==> src/rtl/mask_ser_pkg.sv <==
// Shared types and constants for the mask stream serializer.
// Step table, mode encoding and beat-counter sizing live here.
package mask_ser_pkg;

  localparam int unsigned IP_W  = 1080;
  localparam int unsigned OP_W  = 20;
  localparam int unsigned STEP0 = 16;
  localparam int unsigned STEP1 = 32;
  localparam int unsigned STEP2 = 54;

  localparam int unsigned MAX_STEP = (STEP0 > STEP1) ? ((STEP0 > STEP2) ? STEP0 : STEP2)
                                                     : ((STEP1 > STEP2) ? STEP1 : STEP2);
  localparam int unsigned CNT_W    = $clog2(MAX_STEP + 1);

  typedef enum logic [1:0] {
    MODE_320     = 2'd0,
    MODE_640     = 2'd1,
    MODE_1080    = 2'd2,
    MODE_ILLEGAL = 2'd3
  } mask_mode_e;

  // Beats per word for a mode; the illegal mode is never latched, so its value is a don't-care.
  function automatic logic [CNT_W-1:0] step_of(input mask_mode_e mode);
    logic [CNT_W-1:0] step;
    case (mode)
      MODE_320:  step = CNT_W'(STEP0);
      MODE_640:  step = CNT_W'(STEP1);
      MODE_1080: step = CNT_W'(STEP2);
      default:   step = CNT_W'(1);
    endcase
    return step;
  endfunction

endpackage

==> src/rtl/mask_ser_tap.sv <==
// Combinational beat gather: picks bit i*STEP of the (already shifted) active word for
// every output lane i, with STEP chosen by the latched mode.
module mask_ser_tap
  import mask_ser_pkg::*;
(
  input  logic [IP_W-1:0] data_i,
  input  mask_mode_e      mode_i,
  output logic [OP_W-1:0] beat_o
);

  logic [OP_W-1:0] tap0, tap1, tap2;
  // Only the tap positions are read here; the rest of the word reaches the taps by shifting.
  logic unused_data;

  assign unused_data = ^data_i;

  for (genvar i = 0; i < OP_W; i++) begin : g_tap
    assign tap0[i] = data_i[i * STEP0];
    assign tap1[i] = data_i[i * STEP1];
    assign tap2[i] = data_i[i * STEP2];
  end

  // Select the tap set for the latched mode.
  always_comb begin
    beat_o = '0;
    case (mode_i)
      MODE_320:  beat_o = tap0;
      MODE_640:  beat_o = tap1;
      MODE_1080: beat_o = tap2;
      default:   beat_o = '0;
    endcase
  end

endmodule

==> src/rtl/mask_stream_serializer.sv <==
// Wide mask word to narrow beat serializer with one active shift register and one pending
// word, so consecutive words stream without bubbles.
// Optional feature: define MASK_SER_PARITY_EN to add out_parity and par_err_cnt.
module mask_stream_serializer
  import mask_ser_pkg::*;
(
  input  logic            clk,
  input  logic            rst_n,
  input  logic            in_valid,
  output logic            in_ready,
  input  logic [IP_W-1:0] in_data,
  input  logic [1:0]      in_mode,
  input  logic            flush,
  output logic            out_valid,
  input  logic            out_ready,
  output logic [OP_W-1:0] out_data,
  output logic            out_last,
  output logic            busy,
  output logic            err_mode
`ifdef MASK_SER_PARITY_EN
  ,
  output logic            out_parity,
  output logic [7:0]      par_err_cnt
`endif
);

  if (OP_W * STEP0 > IP_W || OP_W * STEP1 > IP_W || OP_W * STEP2 > IP_W ||
      STEP0 < 1 || STEP1 < 1 || STEP2 < 1) begin : g_param_check
    $fatal(1, "mask_stream_serializer: step table does not fit the word width");
  end

  typedef enum logic [0:0] {StIdle, StShift} state_e;

  state_e          state_q, state_d;
  logic [IP_W-1:0] act_q, act_d, pend_q, pend_d;
  mask_mode_e      mode_q, mode_d, pend_mode_q, pend_mode_d;
  logic            pend_valid_q, pend_valid_d;
  logic [CNT_W-1:0] cnt_q, cnt_d;
  logic            in_ready_q, in_ready_d;
  logic            err_q, err_d;
  logic [OP_W-1:0] tap_beat;

  logic accept, legal, acc_ok, xfer, last_xfer, load_slot, load_pend, load_in, do_load;

  mask_ser_tap u_tap (
    .data_i (act_q),
    .mode_i (mode_q),
    .beat_o (tap_beat)
  );

  // Handshake decode; in_ready is registered, so nothing here reaches it combinationally.
  always_comb begin
    accept    = in_valid & in_ready_q;
    legal     = mask_mode_e'(in_mode) != MODE_ILLEGAL;
    acc_ok    = accept & legal & ~flush;
    xfer      = out_valid & out_ready;
    last_xfer = xfer & out_last;
    load_slot = (state_q == StIdle) | last_xfer;
    // in_ready is low whenever pending is full, so both sources never compete.
    load_pend = load_slot & pend_valid_q & ~flush;
    load_in   = load_slot & ~pend_valid_q & acc_ok;
    do_load   = load_pend | load_in;
  end

  // FSM state register.
  always_ff @(posedge clk) begin
    if (!rst_n) state_q <= StIdle;
    else        state_q <= state_d;
  end

  // FSM next state: leave SHIFT only when the last beat goes and nothing reloads.
  always_comb begin
    state_d = state_q;
    case (state_q)
      StIdle:  if (do_load) state_d = StShift;
      StShift: if (last_xfer && !do_load) state_d = StIdle;
      default: state_d = StIdle;
    endcase
    if (flush) state_d = StIdle;
  end

  // FSM outputs; out_data is forced to zero whenever no beat is offered.
  always_comb begin
    out_valid = (state_q == StShift);
    out_data  = out_valid ? tap_beat : '0;
    out_last  = out_valid & (cnt_q == step_of(mode_q) - CNT_W'(1));
    busy      = out_valid | pend_valid_q;
    in_ready  = in_ready_q;
    err_mode  = err_q;
`ifdef MASK_SER_PARITY_EN
    out_parity = ^out_data;
`endif
  end

  // Next-state for the active/pending buffers, beat counter and pulses.
  always_comb begin
    act_d        = act_q;
    mode_d       = mode_q;
    cnt_d        = cnt_q;
    pend_d       = pend_q;
    pend_mode_d  = pend_mode_q;
    pend_valid_d = pend_valid_q;

    if (load_pend) begin
      act_d        = pend_q;
      mode_d       = pend_mode_q;
      cnt_d        = '0;
      pend_valid_d = 1'b0;
    end else if (load_in) begin
      act_d  = in_data;
      mode_d = mask_mode_e'(in_mode);
      cnt_d  = '0;
    end else if (xfer) begin
      act_d = act_q >> 1;
      cnt_d = last_xfer ? '0 : cnt_q + CNT_W'(1);
    end

    // Active is busy and not completing: park the accepted word.
    if (acc_ok && !load_in) begin
      pend_d       = in_data;
      pend_mode_d  = mask_mode_e'(in_mode);
      pend_valid_d = 1'b1;
    end

    if (flush) begin
      cnt_d        = '0;
      pend_valid_d = 1'b0;
    end

    in_ready_d = ~pend_valid_d;
    err_d      = accept & ~legal & ~flush;
  end

  // Control state with synchronous reset.
  always_ff @(posedge clk) begin
    if (!rst_n) begin
      cnt_q        <= '0;
      pend_valid_q <= 1'b0;
      in_ready_q   <= 1'b0;
      err_q        <= 1'b0;
    end else begin
      cnt_q        <= cnt_d;
      pend_valid_q <= pend_valid_d;
      in_ready_q   <= in_ready_d;
      err_q        <= err_d;
    end
  end

  // Wide data buffers need no reset: they are only observed while marked valid.
  always_ff @(posedge clk) begin
    act_q       <= act_d;
    mode_q      <= mode_d;
    pend_q      <= pend_d;
    pend_mode_q <= pend_mode_d;
  end

`ifdef MASK_SER_PARITY_EN
  logic [7:0] par_cnt_q, par_cnt_d;

  // Saturating count of dropped illegal-mode words.
  always_comb begin
    par_cnt_d = par_cnt_q;
    if (flush)                          par_cnt_d = '0;
    else if (err_d && par_cnt_q != 8'hFF) par_cnt_d = par_cnt_q + 8'd1;
  end

  // Illegal-drop counter register.
  always_ff @(posedge clk) begin
    if (!rst_n) par_cnt_q <= '0;
    else        par_cnt_q <= par_cnt_d;
  end

  assign par_err_cnt = par_cnt_q;
`endif

endmodule
==> config.mk <==
export PLATFORM = sky130hd
export DESIGN_NAME = mask_stream_serializer
export DESIGN_NICKNAME = d
export VERILOG_FILES = /design/src/rtl/mask_ser_pkg.sv /design/src/rtl/mask_ser_tap.sv /design/src/rtl/mask_stream_serializer.sv
export SDC_FILE = /design/constraint.sdc
export NUM_CORES = 2
export LEC_CHECK = 0
export BUFFER_PORTS_ARGS = -buffer_cell sky130_fd_sc_hd__buf_2
export CORE_AREA = 2 2 435 437
export CTS_CLUSTER_SIZE = 40
export DETAILED_ROUTE_END_ITERATION = 10
export DIE_AREA = 0 0 437 439
export PLACE_DENSITY_LB_ADDON = 0.12
export SLEW_MARGIN = 20
export SYNTH_ARGS = -nofsm -noshare
export SYNTH_HDL_FRONTEND = slang
export SYNTH_HIERARCHICAL = 1
export SYNTH_SLANG_ARGS = --single-unit
export TNS_END_PERCENT = 30
==> constraint.sdc <==
create_clock -name clk -period 64.4 [get_ports clk]
set_input_delay 6.44 -clock clk [delete_from_list [all_inputs] [get_ports clk]]
set_output_delay 6.44 -clock clk [all_outputs]
set_load 0.05 [all_outputs]
==> metrics.md <==
| Metric | Value |
|---|---|
| Avg WL per Cell | `26.33 microns` |
| Top cell type's share of synthesized area | `71.37%` |
| Dpl ws | `51.71 ns` |
| Post-CTS sizing | `0` |
| Die area | `191800 sq um` |
| First-pass GRT wire length | `421100 microns` |
| Top-level port count | `1112` |
| PD cells | `28.41 nW/um^2` |
| Syn Area/Cell | `12.35 sq um` |
| Port Buffers | `1111` |
| Final hold vios | `0` |
| Total GRT Usage | `28.73%` |
| CP dominant cell by count | `buf_4` |
| Startpoint Class | `primary input` |
| Slew Limit Fails | `0` |
| DRT iter0 DRCs | `8094` |
| Crit path largest cell delay | `0.89 ns` |
| Sequential area share after synthesis | `71.59%` |
| Clk Tree Root Cell | `clkbuf_16` |
| Vias | `67540` |
| Setup-failing EPs final | `0` |
| Slew headroom | `16.65%` |
| Max VDD drop | `0.02290 mV` |
| Fillcell total | `15790` |
| Pre-antenna DRT Iters | `6` |
| Unrepaired setup endpoints after global routing | `no` |
| Pleak | `34.78 nW` |
| Largest net degree at the start of global routing | `237` |
| Hold Buf Count CTS | `0` |
| Synth top area cells | `edfxtp_1, a31oi_1, a21oi_1, o21ai_0, nor2_1` |
| Worst reg2reg setup slack | `56.65 ns` |
| Nature of the critical path endpoint | `flop` |
| Clock sink count | `2174` |
| Max_cap viols | `0` |
| Max H-tree Level | `4` |
| F_max | `84.78 MHz` |
| Worst r2r path cells | `14` |
| Via/cell ratio | `6.183` |
| DP Area | `97520 sq um` |
| Design Area, Final | `104800 sq um` |
| Synth cell types | `40` |
| Worst Hold Class | `reg2reg` |
| CTS tree | `yes` |
| Most common cell in the netlist | `edfxtp_1` |
| Status | `completed` |
| Clk_lat worst skew | `0.86 ns` |
| Area added between synthesis and finish | `15.09%` |
| Layout Utilization | `56.03%` |
| Top FF cell, synth | `edfxtp_1` |
| CP Cell Sequence | `buf_2 > nand2_1 > or3b_1 > nor2_4 > buf_4 > buf_12 > buf_4 > buf_12 > buf_4` |
| DRC Markers | `0` |
| CP Data Required Time | `64.86 ns` |
| Final setup margin | `52.60 ns` |
| Actual slew at the worst max-slew pin | `1.250 ns` |
| Post-CTS Setup Bufs | `0` |
| Syn. warnings | `6` |
| FFs w/ async S/R, synth | `0%` |
| Worst path buffer plus inverter count | `6` |
| Crit path depth | `9` |
| CP top delay family | `buffers and inverters` |
| Fraction of layout cells with a size suffix above 1 | `18.10%` |
| Syn Nets | `8463` |
| CP arrival | `12.26 ns` |
| Crit-path max FO | `161` |
| Vias in the first global route | `64760` |
| CTS buffer count | `223` |
| GPL Wtd Cong | `0.8688` |
| GRT Residual Overflow | `0` |
| Clock tree buffer depth | `3` |
| Synthesized instance count | `7370` |
| Antenna violations before repair | `292` |
| Initial Util | `48.69%` |
| Area of the multi-input gates | `22680 sq um` |
| Total Wirelength | `287600 microns` |
| Critical Path Slowest Stage Cell | `buf_4` |
| DIE HEIGHT | `439 microns` |
| Fin crit share | `18.32%` |
| Clock slew at reported path FFs | `0.06 ns` |
| Mapped Area | `91040 sq um` |
| Dpl hpwl | `171300 microns` |
| Post-synth EDFFs | `2164` |
| Final ANT Viol Nets | `0` |
| Post-route minimum period | `11.80 ns` |
| Clock Skew | `0.02884 ns` |
| Top cells by count, synth | `edfxtp_1, nor2_1, a31oi_1, a21oi_1, o21ai_0` |
| Seq cells post-synth | `2174` |
| Die width | `437 microns` |
| Post-synth top area cell | `edfxtp_1` |
| TNS Setup | `0 ns` |
| Core Rows | `159` |
| # nets final | `9159` |
| Core ar. | `187000 sq um` |
| Kind of critical path | `in2reg` |
| Hold path depth | `2` |
| Seq. cell area | `65180 sq um` |
stage by stage:
stage / instances / hold WS (ns) / power, mW
detailed placement: 10340 / 0.5338 / 1.765
global placement: 10340 / 0.5199 / 1.762
finish: 10920 / 0.5487 / 2.977
floorplan: 7370 / 0.4836 / 1.734
CTS: 10740 / 0.5468 / 2.994
global route: 10870 / 0.5696 / 3.061
flip-flops by register name (all words and copies together) (netlist names):
name          flops
cnt_q             6
out_valid         1
mode_q            2
in_ready          1
pend_valid_q      1
act_q          1080
pend_q         1080
pend_mode_q       2
err_mode          1
layer usage:
layer  part of all wire (%)  wire length (microns)  vias to the layer above  global-route usage (%)
li1                       -                      -                    29930                       -
met1                     39                 112200                    33630                   38.06
met2                     47                 135000                     3018                   42.78
met3                    7.9                  22590                      796                   6.683
met4                    5.8                  16770                      166                   18.38
met5                   0.37                   1059                        -                       0
worst reg2reg max path, stage by stage (launching register included):
cell	delay [ns]
edfxtp_1	0.32
buf_4	0.49
ha_1	0.32
inv_1	0.05
ha_1	0.28
xor2_1	0.14
nand3_1	0.32
o31a_4	0.23
nor2_1	0.08
nor2_4	0.74
buf_4	0.89
buf_12	0.81
buf_4	1.08
buf_12	0.63
buf_4	0.90
worst paths after layout:
check,start,endpoint
max,in_mode[1],pend_q[877]$_DFFE_PP_
min,cnt_q[1]$_SDFFE_PP0P_,cnt_q[1]$_SDFFE_PP0P_
max reg2reg,mode_q[1]$_DFFE_PP_,pend_q[877]$_DFFE_PP_
min reg2reg,cnt_q[1]$_SDFFE_PP0P_,cnt_q[1]$_SDFFE_PP0P_
cell type report:
type | count | share of cell area (%)
antenna | 181 | 0.4323
clock buffer | 287 | 5.636
clock inverter | 119 | 0.8633
inverter | 4 | 0.01433
multi-input combinational | 4460 | 21.65
sequential | 2174 | 62.21
tap | 2495 | 2.979
timing repair buffer | 1203 | 6.220
cell families (layout without fill, tap and decap cells):
group / Yosys count / count (layout) / synth area share, %
flops: 2174 / 2174 / 71.59
fa+ha+maj: 6 / 6 / 0.08246
mux: 19 / 19 / 0.2089
buf+inv: 736 / 1613 / 3.568
simple gates: 1161 / 1161 / 4.947
xor+xnor: 10 / 10 / 0.09621
other cells: 0 / 181 / 0
compound gates: 3264 / 3264 / 19.50
power breakdown:
part / total [mW] / switching, mW / internal, mW
combinational: 0.144 / 0.0933 / 0.0506
clock: 1.24 / 0.547 / 0.693
sequential: 1.59 / 0.00673 / 1.59
layout by cell type (no fill, tap or decap), drive strengths merged, types with 2 or more instances in the layout:
master,netlist,routed
a21boi,2,2
a21oi,1075,1075
a31oi,1079,1079
and2,21,21
buf,341,1203
bufinv,0,13
clkbuf,391,287
clkinv,0,101
clkinvlp,0,3
dfxtp,10,10
diode,0,181
edfxtp,2164,2164
ha,6,6
inv,4,6
mux2i,19,19
nand2,18,18
nand2b,4,4
nand3,9,9
nand3b,9,9
nand4,2,2
nor2,1089,1089
nor2b,2,2
nor3,2,2
o21ai,1090,1090
o2bb2ai,10,10
xnor2,3,3
xor2,7,7
Note: power is estimated with default switching activity, not from simulation.
